==> config.mk <==
export PLATFORM = sky130hd
export DESIGN_NAME = pc_gen_flat
export DESIGN_NICKNAME = d
export VERILOG_FILES = /design/src/rtl/pc_pkg.sv /design/src/rtl/pc_gen_if.sv /design/src/rtl/pc_ras.sv /design/src/rtl/pc_gen.sv /design/src/flat_wrapper.sv
export SDC_FILE = /design/constraint.sdc
export NUM_CORES = 1
export LEC_CHECK = 0
export ABC_CLOCK_PERIOD_IN_PS = 4300
export BUFFER_PORTS_ARGS = -buffer_cell sky130_fd_sc_hd__buf_2
export CORE_MARGIN = 2
export CORE_UTILIZATION = 57
export DETAILED_ROUTE_END_ITERATION = 8
export PLACE_DENSITY = 0.87
export SETUP_SLACK_MARGIN = 0.5
export SYNTH_ARGS = -nofsm -noshare
export SYNTH_HDL_FRONTEND = slang
export SYNTH_HIERARCHICAL = 1
export SYNTH_SLANG_ARGS = --single-unit
==> constraint.sdc <==
create_clock -name clk -period 4.3 [get_ports clk]
set_input_delay 0.215 -clock clk [delete_from_list [all_inputs] [get_ports clk]]
set_output_delay 0.215 -clock clk [all_outputs]
set_load 0.05 [all_outputs]
==> src/rtl/pc_pkg.sv <==
// Shared types and default constants for the program-counter generation unit.
package pc_pkg;

  // Next-PC source selected by the priority mux
  typedef enum logic [2:0] {
    SEL_SEQ = 3'd0,
    SEL_BR  = 3'd1,
    SEL_J   = 3'd2,
    SEL_JR  = 3'd3,
    SEL_RAS = 3'd4,
    SEL_EXC = 3'd5
  } pc_sel_e;

  localparam logic [31:0] RESET_PC_DEF    = 32'h0000_0000;
  localparam int          INSTR_BYTES_DEF = 32'sd4;

endpackage

==> src/rtl/pc_gen_if.sv <==
// Redirect/control inputs and PC/RAS status outputs of the PC generator.
interface pc_gen_if #(
  parameter int ADDR_W = 32,
  parameter int JIDX_W = 26
);
  logic              stall_i;
  logic              exc_valid_i;
  logic [ADDR_W-1:0] exc_vector_i;
  logic              br_taken_i;
  logic [ADDR_W-1:0] br_imm_i;
  logic              j_valid_i;
  logic [JIDX_W-1:0] j_idx_i;
  logic              jr_valid_i;
  logic [ADDR_W-1:0] jr_target_i;
  logic              call_i;
  logic              ret_i;
  logic [ADDR_W-1:0] pc_o;
  logic [ADDR_W-1:0] pc_plus_o;
  logic              ras_empty_o;
  logic              ras_full_o;
  logic              ras_miss_o;

  // Fetch/decode control side: drives redirects, observes the PC
  modport master (
    output stall_i, exc_valid_i, exc_vector_i, br_taken_i, br_imm_i,
           j_valid_i, j_idx_i, jr_valid_i, jr_target_i, call_i, ret_i,
    input  pc_o, pc_plus_o, ras_empty_o, ras_full_o, ras_miss_o
  );

  // PC generator side
  modport slave (
    input  stall_i, exc_valid_i, exc_vector_i, br_taken_i, br_imm_i,
           j_valid_i, j_idx_i, jr_valid_i, jr_target_i, call_i, ret_i,
    output pc_o, pc_plus_o, ras_empty_o, ras_full_o, ras_miss_o
  );
endinterface

==> src/rtl/pc_ras.sv <==
// Circular return-address stack. A push on a full stack overwrites the
// oldest entry; a pop on an empty stack is ignored. Push and pop together
// replace the top entry in place (on an empty stack it acts as a push only).
module pc_ras #(
  parameter int ADDR_W    = 32,
  parameter int RAS_DEPTH = 4
) (
  input  logic              clk,
  input  logic              rst_n,
  input  logic              push_i,
  input  logic              pop_i,
  input  logic [ADDR_W-1:0] data_i,
  output logic [ADDR_W-1:0] top_o,
  output logic              empty_o,
  output logic              full_o
);
  localparam int PTR_W = $clog2(RAS_DEPTH);
  localparam int CNT_W = PTR_W + 1;

  logic [ADDR_W-1:0] mem_d [RAS_DEPTH];
  logic [ADDR_W-1:0] mem_q [RAS_DEPTH];
  logic [PTR_W-1:0]  ptr_d, ptr_q;
  logic [CNT_W-1:0]  cnt_d, cnt_q;
  logic [PTR_W-1:0]  ptr_inc_s, ptr_dec_s;
  logic              empty_s, full_s;

  assign ptr_inc_s = ptr_q + PTR_W'(1);
  assign ptr_dec_s = ptr_q - PTR_W'(1);
  assign empty_s   = (cnt_q == CNT_W'(0));
  assign full_s    = (cnt_q == CNT_W'(RAS_DEPTH));

  // Next stack state from the push/pop request
  always_comb begin
    mem_d = mem_q;
    ptr_d = ptr_q;
    cnt_d = cnt_q;
    if (push_i && pop_i && !empty_s) begin
      mem_d[ptr_q] = data_i;
    end else if (push_i) begin
      ptr_d            = ptr_inc_s;
      mem_d[ptr_inc_s] = data_i;
      if (full_s) begin
        cnt_d = cnt_q;
      end else begin
        cnt_d = cnt_q + CNT_W'(1);
      end
    end else if (pop_i && !empty_s) begin
      ptr_d = ptr_dec_s;
      cnt_d = cnt_q - CNT_W'(1);
    end else begin
      cnt_d = cnt_q;
    end
  end

  // Stack storage, top pointer and occupancy registers
  always_ff @(posedge clk or negedge rst_n) begin
    if (!rst_n) begin
      ptr_q <= '0;
      cnt_q <= '0;
      for (int i = 0; i < RAS_DEPTH; i++) begin
        mem_q[i] <= '0;
      end
    end else begin
      ptr_q <= ptr_d;
      cnt_q <= cnt_d;
      mem_q <= mem_d;
    end
  end

  assign top_o   = mem_q[ptr_q];
  assign empty_o = empty_s;
  assign full_o  = full_s;
endmodule

==> src/rtl/pc_gen.sv <==
// Program-counter generator for the fetch stage: registered PC, target
// arithmetic, priority next-PC mux, stall/exception handling and RAS control.
module pc_gen
  import pc_pkg::*;
#(
  parameter int                ADDR_W      = 32,
  parameter logic [ADDR_W-1:0] RESET_PC    = ADDR_W'(RESET_PC_DEF),
  parameter int                INSTR_BYTES = INSTR_BYTES_DEF,
  parameter int                IMM_SHIFT   = 2,
  parameter int                JIDX_W      = 26,
  parameter int                RAS_DEPTH   = 4
) (
  input logic     clk,
  input logic     rst_n,
  pc_gen_if.slave io
);
  logic [ADDR_W-1:0] pc_d, pc_q;
  logic [ADDR_W-1:0] pc_plus_s, br_off_s, br_tgt_s, j_tgt_s, ras_top_s, nxt_tgt_s;
  logic              miss_d, miss_q;
  logic              redir_ok_s, push_s, pop_s;
  logic              ras_empty_s, ras_full_s;
  pc_sel_e           sel_s;

  // Target arithmetic; all sums wrap silently modulo 2^ADDR_W
  assign pc_plus_s = pc_q + ADDR_W'(INSTR_BYTES);
  assign br_off_s  = io.br_imm_i << IMM_SHIFT;
  assign br_tgt_s  = pc_plus_s + br_off_s;
  assign j_tgt_s   = {pc_plus_s[ADDR_W-1:JIDX_W+IMM_SHIFT], io.j_idx_i, {IMM_SHIFT{1'b0}}};

  // Priority selection of the next-PC source
  always_comb begin
    sel_s = SEL_SEQ;
    if (io.exc_valid_i) begin
      sel_s = SEL_EXC;
    end else if (io.jr_valid_i) begin
      if (io.ret_i && !ras_empty_s) begin
        sel_s = SEL_RAS;
      end else begin
        sel_s = SEL_JR;
      end
    end else if (io.j_valid_i) begin
      sel_s = SEL_J;
    end else if (io.br_taken_i) begin
      sel_s = SEL_BR;
    end else begin
      sel_s = SEL_SEQ;
    end
  end

  // Next-PC mux; a stall holds the PC unless an exception redirects it
  always_comb begin
    nxt_tgt_s = pc_plus_s;
    case (sel_s)
      SEL_SEQ: nxt_tgt_s = pc_plus_s;
      SEL_BR:  nxt_tgt_s = br_tgt_s;
      SEL_J:   nxt_tgt_s = j_tgt_s;
      SEL_JR:  nxt_tgt_s = io.jr_target_i;
      SEL_RAS: nxt_tgt_s = ras_top_s;
      SEL_EXC: nxt_tgt_s = io.exc_vector_i;
      default: nxt_tgt_s = pc_plus_s;
    endcase
    if (io.stall_i && !io.exc_valid_i) begin
      pc_d = pc_q;
    end else begin
      pc_d = nxt_tgt_s;
    end
  end

  // RAS requests only on cycles that actually advance without an exception
  always_comb begin
    redir_ok_s = !io.stall_i && !io.exc_valid_i;
    push_s     = redir_ok_s && io.call_i && (io.j_valid_i || io.jr_valid_i);
    pop_s      = redir_ok_s && io.ret_i && io.jr_valid_i;
    miss_d     = pop_s && ras_empty_s;
  end

  // PC and return-miss pulse registers
  always_ff @(posedge clk or negedge rst_n) begin
    if (!rst_n) begin
      pc_q   <= RESET_PC;
      miss_q <= 1'b0;
    end else begin
      pc_q   <= pc_d;
      miss_q <= miss_d;
    end
  end

  pc_ras #(
    .ADDR_W    (ADDR_W),
    .RAS_DEPTH (RAS_DEPTH)
  ) u_ras (
    .clk     (clk),
    .rst_n   (rst_n),
    .push_i  (push_s),
    .pop_i   (pop_s),
    .data_i  (pc_plus_s),
    .top_o   (ras_top_s),
    .empty_o (ras_empty_s),
    .full_o  (ras_full_s)
  );

  assign io.pc_o        = pc_q;
  assign io.pc_plus_o   = pc_plus_s;
  assign io.ras_empty_o = ras_empty_s;
  assign io.ras_full_o  = ras_full_s;
  assign io.ras_miss_o  = miss_q;
endmodule

==> src/flat_wrapper.sv <==
// flat-port wrapper written by rule: the top's interface ports become plain ports
module pc_gen_flat import pc_pkg::*;
#(
  parameter int                ADDR_W      = 32,
  parameter logic [ADDR_W-1:0] RESET_PC    = ADDR_W'(RESET_PC_DEF),
  parameter int                INSTR_BYTES = INSTR_BYTES_DEF,
  parameter int                IMM_SHIFT   = 2,
  parameter int                JIDX_W      = 26,
  parameter int                RAS_DEPTH   = 4
)
  (clk, rst_n, io_stall_i, io_exc_valid_i, io_exc_vector_i, io_br_taken_i, io_br_imm_i, io_j_valid_i, io_j_idx_i, io_jr_valid_i, io_jr_target_i, io_call_i, io_ret_i, io_pc_o, io_pc_plus_o, io_ras_empty_o, io_ras_full_o, io_ras_miss_o);
  pc_gen_if #(.ADDR_W(ADDR_W), .JIDX_W(JIDX_W)) io_i ();
  input logic clk;
  input logic rst_n;
  input wire logic [$bits(io_i.stall_i)-1:0] io_stall_i;
  input wire logic [$bits(io_i.exc_valid_i)-1:0] io_exc_valid_i;
  input wire logic [$bits(io_i.exc_vector_i)-1:0] io_exc_vector_i;
  input wire logic [$bits(io_i.br_taken_i)-1:0] io_br_taken_i;
  input wire logic [$bits(io_i.br_imm_i)-1:0] io_br_imm_i;
  input wire logic [$bits(io_i.j_valid_i)-1:0] io_j_valid_i;
  input wire logic [$bits(io_i.j_idx_i)-1:0] io_j_idx_i;
  input wire logic [$bits(io_i.jr_valid_i)-1:0] io_jr_valid_i;
  input wire logic [$bits(io_i.jr_target_i)-1:0] io_jr_target_i;
  input wire logic [$bits(io_i.call_i)-1:0] io_call_i;
  input wire logic [$bits(io_i.ret_i)-1:0] io_ret_i;
  output wire logic [$bits(io_i.pc_o)-1:0] io_pc_o;
  output wire logic [$bits(io_i.pc_plus_o)-1:0] io_pc_plus_o;
  output wire logic [$bits(io_i.ras_empty_o)-1:0] io_ras_empty_o;
  output wire logic [$bits(io_i.ras_full_o)-1:0] io_ras_full_o;
  output wire logic [$bits(io_i.ras_miss_o)-1:0] io_ras_miss_o;
  assign io_i.stall_i = io_stall_i;
  assign io_i.exc_valid_i = io_exc_valid_i;
  assign io_i.exc_vector_i = io_exc_vector_i;
  assign io_i.br_taken_i = io_br_taken_i;
  assign io_i.br_imm_i = io_br_imm_i;
  assign io_i.j_valid_i = io_j_valid_i;
  assign io_i.j_idx_i = io_j_idx_i;
  assign io_i.jr_valid_i = io_jr_valid_i;
  assign io_i.jr_target_i = io_jr_target_i;
  assign io_i.call_i = io_call_i;
  assign io_i.ret_i = io_ret_i;
  assign io_pc_o = io_i.pc_o;
  assign io_pc_plus_o = io_i.pc_plus_o;
  assign io_ras_empty_o = io_i.ras_empty_o;
  assign io_ras_full_o = io_i.ras_full_o;
  assign io_ras_miss_o = io_i.ras_miss_o;
  pc_gen #(.ADDR_W(ADDR_W), .RESET_PC(RESET_PC), .INSTR_BYTES(INSTR_BYTES), .IMM_SHIFT(IMM_SHIFT), .JIDX_W(JIDX_W), .RAS_DEPTH(RAS_DEPTH)) u_core (.clk(clk), .rst_n(rst_n), .io(io_i));
endmodule
Word level (Yosys, flattened, before mapping)
Index checks and enable logic that the tools add are counted.
{"block": "word_totals", "romBits": 0, "out_inout_bits": 67, "ramBits": 0, "latch_bits": 0, "inputBits": 131, "memories": 0, "regBits": 166}
{"block": "op_classes", "bitwise": 3, "mul": 0, "n_shift": 0, "addsub": 6, "n_div": 0, "n_eq_ne": 7, "n_mux": 22, "order_cmp": 4, "n_reduce_logical": 22}
{"op": "$bwmux 128", "n": 2}
{"op": "$mux 128", "n": 2}
{"op": "$pmux 32 s5", "n": 1}
{"op": "$demux 32 s2", "n": 2}
{"op": "$mux 32", "n": 4}
{"op": "$bmux 32 s2", "n": 1}
{"op": "$add 32x3->32 const B", "n": 1}
{"op": "$add 32x32->32", "n": 1}
{"op": "$mux 3", "n": 7}
{"op": "$logic_and 1x1->1", "n": 13}
{"op": "$eq 3x3->1 const B", "n": 3}
{"op": "$eq 3x2->1 const B", "n": 2}
{"op": "$ge 3x3->1 const B", "n": 2}
{"op": "$lt 3x1->1 const B", "n": 2}
{"op": "$not 2->3", "n": 2}
{"op": "$mux 2", "n": 2}
{"op": "$reduce_bool 2->1", "n": 2}
{"op": "$add 3x1->3 const B", "n": 1}
{"op": "$eq 3x1->1 const B", "n": 1}
{"op": "$logic_not 1->1", "n": 3}
{"op": "$logic_not 3->1", "n": 1}
{"op": "$reduce_and 3->1", "n": 1}
{"op": "$sub 3x1->3 const B", "n": 1}
{"op": "$add 2x1->2 const B", "n": 1}
{"op": "other kinds (6)", "n": 6}

Depth between registers and ports, before layout
Gate-level depths: netlist of run 1.
{"block": "logic_depth", "word_depth": 9, "ltp_mapped": 17}

By module
Netlist of run 1, hierarchy kept.
{"mod": "pc_ras", "area_each_um2": 6147.1, "n_inst": 1, "seq_area_each_um2": 3328.2, "cells_each": 374}
{"mod": "pc_gen", "area_each_um2": 4650.7, "n_inst": 1, "seq_area_each_um2": 825.8, "cells_each": 618}

Worst setup path after synthesis of run 1
Ideal clock, no wire load.
{"block": "synth_timing", "path_type": "register to register", "startpoint": "register u_core.pc_q[9] (netlist: u_core/io.pc_o[9])", "endpoint": "register u_core.pc_q[31] (netlist: u_core/io.pc_o[31])", "t_required_ns": 4.171, "slack_ns": -0.574, "arrival_time_ns": 4.745, "path_stages_with_launch": 17, "synth_period_minus_slack_ns": 4.874, "cell_sequence": "dfrtp_1 > buf_6 > nand4_4 > or3_4 > nor2_8 > nand3_1 > xnor2_1 > ha_1 > clkbuf_1 > and3_1 > and2_1 > a221o_1 > a31oi_1 > o41ai_1 > xnor2_2 > mux2i_1 > o21ai_1"}
{"block": "synth_via", "elab_chain_len": 3}
{"element": "start: declaration", "line_no": "pc_gen.sv:17", "text": "logic [ADDR_W-1:0] pc_d, pc_q;"}
{"element": "start signal: assignment", "line_no": "pc_gen.sv:83", "text": "pc_q <= pc_d;"}
{"element": "$add 32x3->32", "line_no": "pc_gen.sv:25", "text": "assign pc_plus_s = pc_q + ADDR_W'(INSTR_BYTES);"}
{"element": "net io_pc_plus_o[21]", "line_no": "flat_wrapper.sv:27", "text": "output wire logic [$bits(io_i.pc_plus_o)-1:0] io_pc_plus_o;"}
{"element": "$add 32x32->32", "line_no": "pc_gen.sv:27", "text": "assign br_tgt_s = pc_plus_s + br_off_s;"}
{"element": "$pmux 32 s5", "line_no": "pc_gen.sv:53", "text": "case (sel_s)"}
The timed path passes the listed nets, and every way through them passes these cells.
A chain may end at the register's enable or synchronous reset.

Worst setup path in the final report of run 1
{"block": "layout_timing", "startpoint": "register u_core.pc_q[4] (netlist: u_core/io.pc_o[4])", "endpoint": "register u_core.pc_q[30] (netlist: u_core/io.pc_o[30])"}
{"block": "layout_via", "elab_chain_len": 3}
{"element": "$add 32x3->32 *", "line_no": "pc_gen.sv:25"}
{"element": "$add 32x32->32", "line_no": "pc_gen.sv:27"}
{"element": "$pmux 32 s5 *", "line_no": "pc_gen.sv:53"}
Every way passes the cells marked *; elsewhere a longest branch is shown, timed or not.

==> metrics.csv, run 1 <==
metric,value,unit
tightestPinTransition,1.27,ns
multi_input_area,6810,sq um
h-tree-depth,4,
synth_edf_count,0,
clock_path_buffers,2,
initial_core_util,0.579,
wl_per_cell,23.8,um
synth_ff_type,dfrtp_1,
grt_max_degree,114,
initialDrtViolationCount,1079,
finalClockSkew,0.00765,ns
gr-usage-met2,0.535,
die_area,20100,sq um
final-setup-viol-count,0,
hold_class,in2reg,
cap_violations,0,
final_hold_viol_count,0,
outcome,"finished, final reports clean",
ys_warn_count,6,
timing.rr.start,u_core/io.pc_o[4],
r2r_slack,0.55,ns
min-delay-start,io_jr_target_i[0],
place.gp.congestion,0.945,
path_max_fanout,6,
cts.sink_count,166,
drt-pass1-iter-count,7,
cts_root_buffer,clkbuf_16,
io_buffer_count,195,
clk_latency,0.43,ns
path_clk_slew,0.07,ns
grtUsageTotal,0.332,
grt_pass1_vias,9457,
wirelength,34.7,mm
finalNonFillerCells,1458,
synth.avg_cell_area,10.9,sq um
startpoint,u_core/io.pc_o[4],
power.density,614,nW/um^2
leakage,6.08,nW
numCtsBuffers,17,
io_pins,198,
fp-row-count,50,
die_y,142,um
grt_setup_unrepaired,no,
drive_gt1_frac,0.446,
peakVddDrop,0.000416,V
grt_use_met3,0.0705,
synthesis.nets,1164,
core_area,18600,sq um
syn_area,10800,sq um
placed_cells,1385,
cts_tree,done,
n_antenna_cell,0,
grt_pass1_wl,50.9,mm
vias_per_cell,6.79,
grt_busiest_layer,met2,
grt_overflow,0,
yosysSeqAreaShare,0.385,
critPathRequiredTime,4.62,ns
hold_ws,0.115,ns
fmax,0.267,GHz
maxSlewViolCount,0,
use_met1,0.433,
path_class,reg2reg,
reg2reg_to,u_core/io.pc_o[30],
fill_cells,1204,
relSlewSlack,0.150,
fp.dieW,142,um
finalPower,8.26,mW
ff2ff_path_depth,14,
finalNetCount,1383,
area_growth,24.7,%
tns,0,ns
arrival,4.06,ns
endpoint_kind,flip-flop,
synthDistinctLibCells,76,
startpoint_type,flip-flop,
async_flop_share,1.00,
dp_hpwl,22.9,mm
seq_area,4180,sq um
ant_nets,0,
finalCritPeriodShare,0.871,
antenna_found_initial,0,
endpoint,u_core/io.pc_o[30],
drc,0,
final_util,0.722,
vias,9903,
syn_inst,992,
layout_min_cycle_time,3.75,ns
ys_ff_latch,166,
[through the flow]
step / setup slack, ns / area, sq um
finish: 0.554 / 13500
global route: 0.439 / 13500
CTS: 0.498 / 13100
detailed placement: 0.338 / 12400
global placement: 0.469 / 12400
floorplan: 0.371 / 11200
[per-layer routing]
layer / share of wire / vias to the layer above
met2: 0.48 / 668
met5: 0 / -
li1: - / 4209
met4: 0.043 / 0
met3: 0.10 / 138
met1: 0.37 / 4888
[registers in the layout (all words and copies together) (netlist names)]
| name | count |
|---|---|
| u_core/u_ras/ptr_q | 2 |
| u_core/u_ras/cnt_q | 3 |
| u_core/u_ras/mem_q | 128 |
| u_core/io.pc_o | 32 |
| u_core/io.ras_miss_o | 1 |
[cells in the final DEF, fill, tap and decap left out, types with 6 or more instances in the layout]
cell | synthesis | layout
mux2_1 | 16 | 16
dfrtp_1 | 166 | 147
nor2_1 | 55 | 51
and3_1 | 18 | 15
o22ai_1 | 11 | 11
o21ai_0 | 44 | 43
a21oi_1 | 78 | 77
a222oi_1 | 28 | 28
clkbuf_16 | 0 | 17
nor2b_1 | 11 | 10
nand2b_1 | 6 | 6
nand3_1 | 21 | 18
buf_4 | 4 | 66
ha_1 | 39 | 34
inv_1 | 15 | 15
mux2_2 | 115 | 115
a31oi_1 | 17 | 16
xnor2_4 | 0 | 9
nand4_1 | 9 | 9
o211ai_1 | 7 | 7
o21bai_1 | 7 | 7
buf_2 | 18 | 194
xor2_1 | 18 | 10
a21o_1 | 14 | 14
mux4_2 | 32 | 32
nand2_1 | 65 | 63
a221oi_1 | 9 | 6
dfrtp_2 | 0 | 18
xnor2_2 | 1 | 11
xnor2_1 | 35 | 16
[cell families after synthesis]
kind of cell,share of synthesized area
AOI/OAI and AO/OA,0.163
xor gates and xnor gates,0.0445
adders and majority gates,0.0489
buffers and inverters,0.0350
DFF,0.385
muxes,0.209
and+or+nand+nor,0.114
[power breakdown]
| group | switching [mW] | internal, mW |
|---|---|---|
| Sequential | 0.521 | 2.23 |
| Clock | 0.673 | 0.957 |
| Combinational | 2.11 | 1.77 |
| Total | 3.31 | 4.95 |
[worst min path at each step]
stage	end	slack, ns	depth (start not counted)
after floorplan	u_core/io.pc_o[0]	-0.08	0
after detailed placement	u_core/u_ras/mem_q[89]	0.43	1
after global placement	u_core/u_ras/mem_q[121]	0.42	1
final	u_core/io.pc_o[0]	0.11	3
after CTS	u_core/io.pc_o[0]	0.10	3
after global routing	u_core/io.pc_o[27]	0.13	3
[cells in the mapped netlist, types with 17 or more instances]
library cell,n,area (sq um)
nand2_1,65,244
clkbuf_1,33,124
a222oi_1,28,280
a31oi_1,17,106
a21oi_1,78,390
ha_1,39,488
and3_1,18,113
nand3_1,21,105
dfrtp_1,166,4150
mux4_2,32,721
xor2_1,18,158
mux2_2,115,1290
buf_2,18,90.1
nor2_1,55,206
xnor2_1,35,307
o21ai_0,44,220
[what timing repair did]
action,4_1_cts,5_1_grt
setup buffers,2,38
pin swaps,2,19
resized for setup,7,22
hold endpoints to repair,49,0
hold buffers,1,0
endpoints found under the setup margin,9,11
[layout make-up]
| type | count | area share |
|---|---|---|
| clock inverter | 12 | 0.0124 |
| sequential | 166 | 0.310 |
| timing repair buffer | 263 | 0.112 |
| tap | 234 | 0.0217 |
| inverter | 15 | 0.00418 |
| clock buffer | 20 | 0.0339 |
| multi-input combinational | 748 | 0.505 |
[critical path, stage by stage (launching register included)]
cell	delay, ns
dfrtp_2	0.42
and4_4	0.29
and4_4	0.27
nand3_4	0.12
xnor2_4	0.28
ha_4	0.25
a21o_1	0.16
a21o_1	0.20
a221oi_2	0.31
o31ai_4	0.16
a21oi_1	0.24
o211ai_1	0.19
a221oi_2	0.34
nor4b_1	0.11
a211o_1	0.28
Note: power is estimated with default switching activity, not from simulation.
==> inputs of run 2 (changes only) <==
==> constraint.sdc (replaced) <==
create_clock -name clk -period 4.3 [get_ports clk]
set_input_delay 0.215 -clock clk [delete_from_list [all_inputs] [get_ports clk]]
set_output_delay 0.215 -clock clk [all_outputs]
set_load 0.005 [all_outputs]
==> run 2 against run 1 <==
The flow now finishes with violations (DRC). Fmax is 1.7% lower. Non-clock buffer count is 8 lower. First-iteration DRC count is 16% higher. Die area stayed put. Combinational power is 14% lower.
==> metrics.csv, run 2 (synthesized netlist as in run 1, its figures left out) <==
metric,value,unit,change
outcome,finished with violations,,"was finished, final reports clean"
violations,DRC,,
fin_ws,0.489,ns,was 0.554 ns
fp-row-count,50,,unchanged
grt_max_degree,94,,was 114
endpoint_kind,flip-flop,,unchanged
initial_core_util,0.579,,unchanged
die_area,20100,sq um,unchanged
cts.sink_count,166,,unchanged
area_growth,22.3,%,was 24.7%
die_y,142,um,unchanged
max_flop_register,u_core/u_ras/mem_q,,unchanged
vias,9817,,was 9903
vias_per_cell,6.78,,was 6.79
place.gp.congestion,0.981,,was 0.945
h-tree-depth,4,,unchanged
largest_register_ffs,128,,unchanged
path_clk_slew,0.06,ns,was 0.07 ns
arrival,4.12,ns,was 4.06 ns
power.density,573,nW/um^2,was 614 nW/um^2
final_hold_viol_count,0,,unchanged
io_pins,198,,unchanged
finalNetCount,1375,,was 1383
hold_class,in2reg,,unchanged
use_met1,0.445,,was 0.433
initialDrtViolationCount,1248,,was 1079
grt_overflow,0,,unchanged
design_area,13200,sq um,was 13500 sq um
clock_path_buffers,2,,unchanged
maxSlewViolCount,0,,unchanged
tns,0,ns,unchanged
fill_cells,1269,,was 1204
pre_cts_slack,0.306,ns,was 0.338 ns
final-setup-viol-count,0,,unchanged
drc,1,,was 0
clk_latency,0.44,ns,was 0.43 ns
finalCritPeriodShare,0.886,,was 0.871
ant_nets,0,,unchanged
cts_tree,done,,unchanged
finalClockSkew,0.00870,ns,was 0.00765 ns
grt_use_met3,0.0567,,was 0.0705
drt-pass1-iter-count,9,,was 7
grtUsageTotal,0.337,,was 0.332
final_cell_mix,"buf_2, dfrtp_1, mux2_2",,unchanged
startpoint_type,flip-flop,,unchanged
numCtsBuffers,17,,unchanged
grt_busiest_layer,met2,,unchanged
leakage,5.99,nW,was 6.08 nW
critPathRequiredTime,4.61,ns,was 4.62 ns
antenna_found_initial,0,,unchanged
peakVddDrop,0.000367,V,was 0.000416 V
grt_pass1_wl,51.8,mm,was 50.9 mm
gr-usage-met2,0.541,,was 0.535
wl_per_cell,24.0,um,was 23.8 um
path_max_fanout,6,,unchanged
tightestPinTransition,0.909,ns,was 1.27 ns
io_buffer_count,195,,unchanged
n_antenna_cell,0,,unchanged
dpl_cell_area,12100,sq um,was 12400 sq um
cts_root_buffer,clkbuf_16,,unchanged
wirelength,34.8,mm,was 34.7 mm
drive_gt1_frac,0.424,,was 0.446
fmax,0.262,GHz,was 0.267 GHz
hold_ws,0.0900,ns,was 0.115 ns
final_common_cell,buf_2,,unchanged
core_area,18600,sq um,unchanged
cap_violations,0,,unchanged
relSlewSlack,0.393,,was 0.150
path_class,reg2reg,,unchanged
finalPower,7.57,mW,was 8.26 mW
grt_setup_unrepaired,yes,,was no
layout_min_cycle_time,3.81,ns,was 3.75 ns
fp.dieW,142,um,unchanged
grt_pass1_vias,9508,,was 9457
dp_hpwl,23.5,mm,was 22.9 mm
run 2: final timing paths:
check                                        start                      end  slack, ns  cells after the start
setup reg to reg                 u_core/io.pc_o[5]       u_core/io.pc_o[29]       0.49                     15
setup / recovery                 u_core/io.pc_o[5]       u_core/io.pc_o[29]       0.49                     15
hold reg to reg            u_core/u_ras/mem_q[116]  u_core/u_ras/mem_q[116]       0.49                      1
max in group asynchronous                    rst_n    u_core/u_ras/ptr_q[0]       2.95                      3
min in group asynchronous                    rst_n   u_core/u_ras/mem_q[78]       0.37                      2
hold / removal                      io_j_idx_i[21]       u_core/io.pc_o[23]       0.09                      3
run 2: layout make-up:
type / count / area (sq um) / area share
Sequential cell: 166 / 4160 / 0.315
Clock buffer: 23 / 498 / 0.0377
Tap cell: 234 / 293 / 0.0222
Multi-Input combinational cell: 748 / 6650 / 0.504
Timing Repair Buffer: 255 / 1470 / 0.112
Clock inverter: 8 / 72.6 / 0.00550
Inverter: 15 / 56.3 / 0.00426
run 2: per-layer routing:
metal / part of all wire / wire, um
met5: 0 / 0
met4: 0.055 / 1930
met3: 0.087 / 3050
met2: 0.47 / 16400
met1: 0.39 / 13400
run 2: critical path, cell delays in order, from the launching register on:
cell and delay, ns:
dfrtp_2 0.41, and4_4 0.30, nand4_4 0.15, buf_4 0.21, xnor2_4 0.15, ha_1 0.37, nand2_1 0.09, o21ai_0 0.30
a31oi_1 0.13, o21ai_2 0.23, a221oi_2 0.08, buf_4 0.16, o31ai_1 0.49, a31oi_2 0.23, mux2i_1 0.25, o211ai_1 0.12
run 2: where the power goes:
group          switching [mW]  total (mW)  internal, mW
combinational            1.61        3.34          1.73
sequential              0.498        2.73          2.23
clock                   0.638        1.50         0.866
run 2: timing repair:
item / 4_1_cts / 5_1_grt
cloned: 0 / 0
endpoints found under the hold margin: 73 / 0
gates resized for setup: 12 / 54
endpoints found under the setup margin: 7 / 11
hold buffers: 1 / 0
buffers inserted: 3 / 14
pin swaps: 3 / 13
run 2: through the flow:
stage / instances / utilization
finish: 1449 / 0.708
global route: 1449 / 0.708
CTS: 1435 / 0.686
detailed placement: 1400 / 0.651
global placement: 1400 / 0.651
floorplan: 992 / -
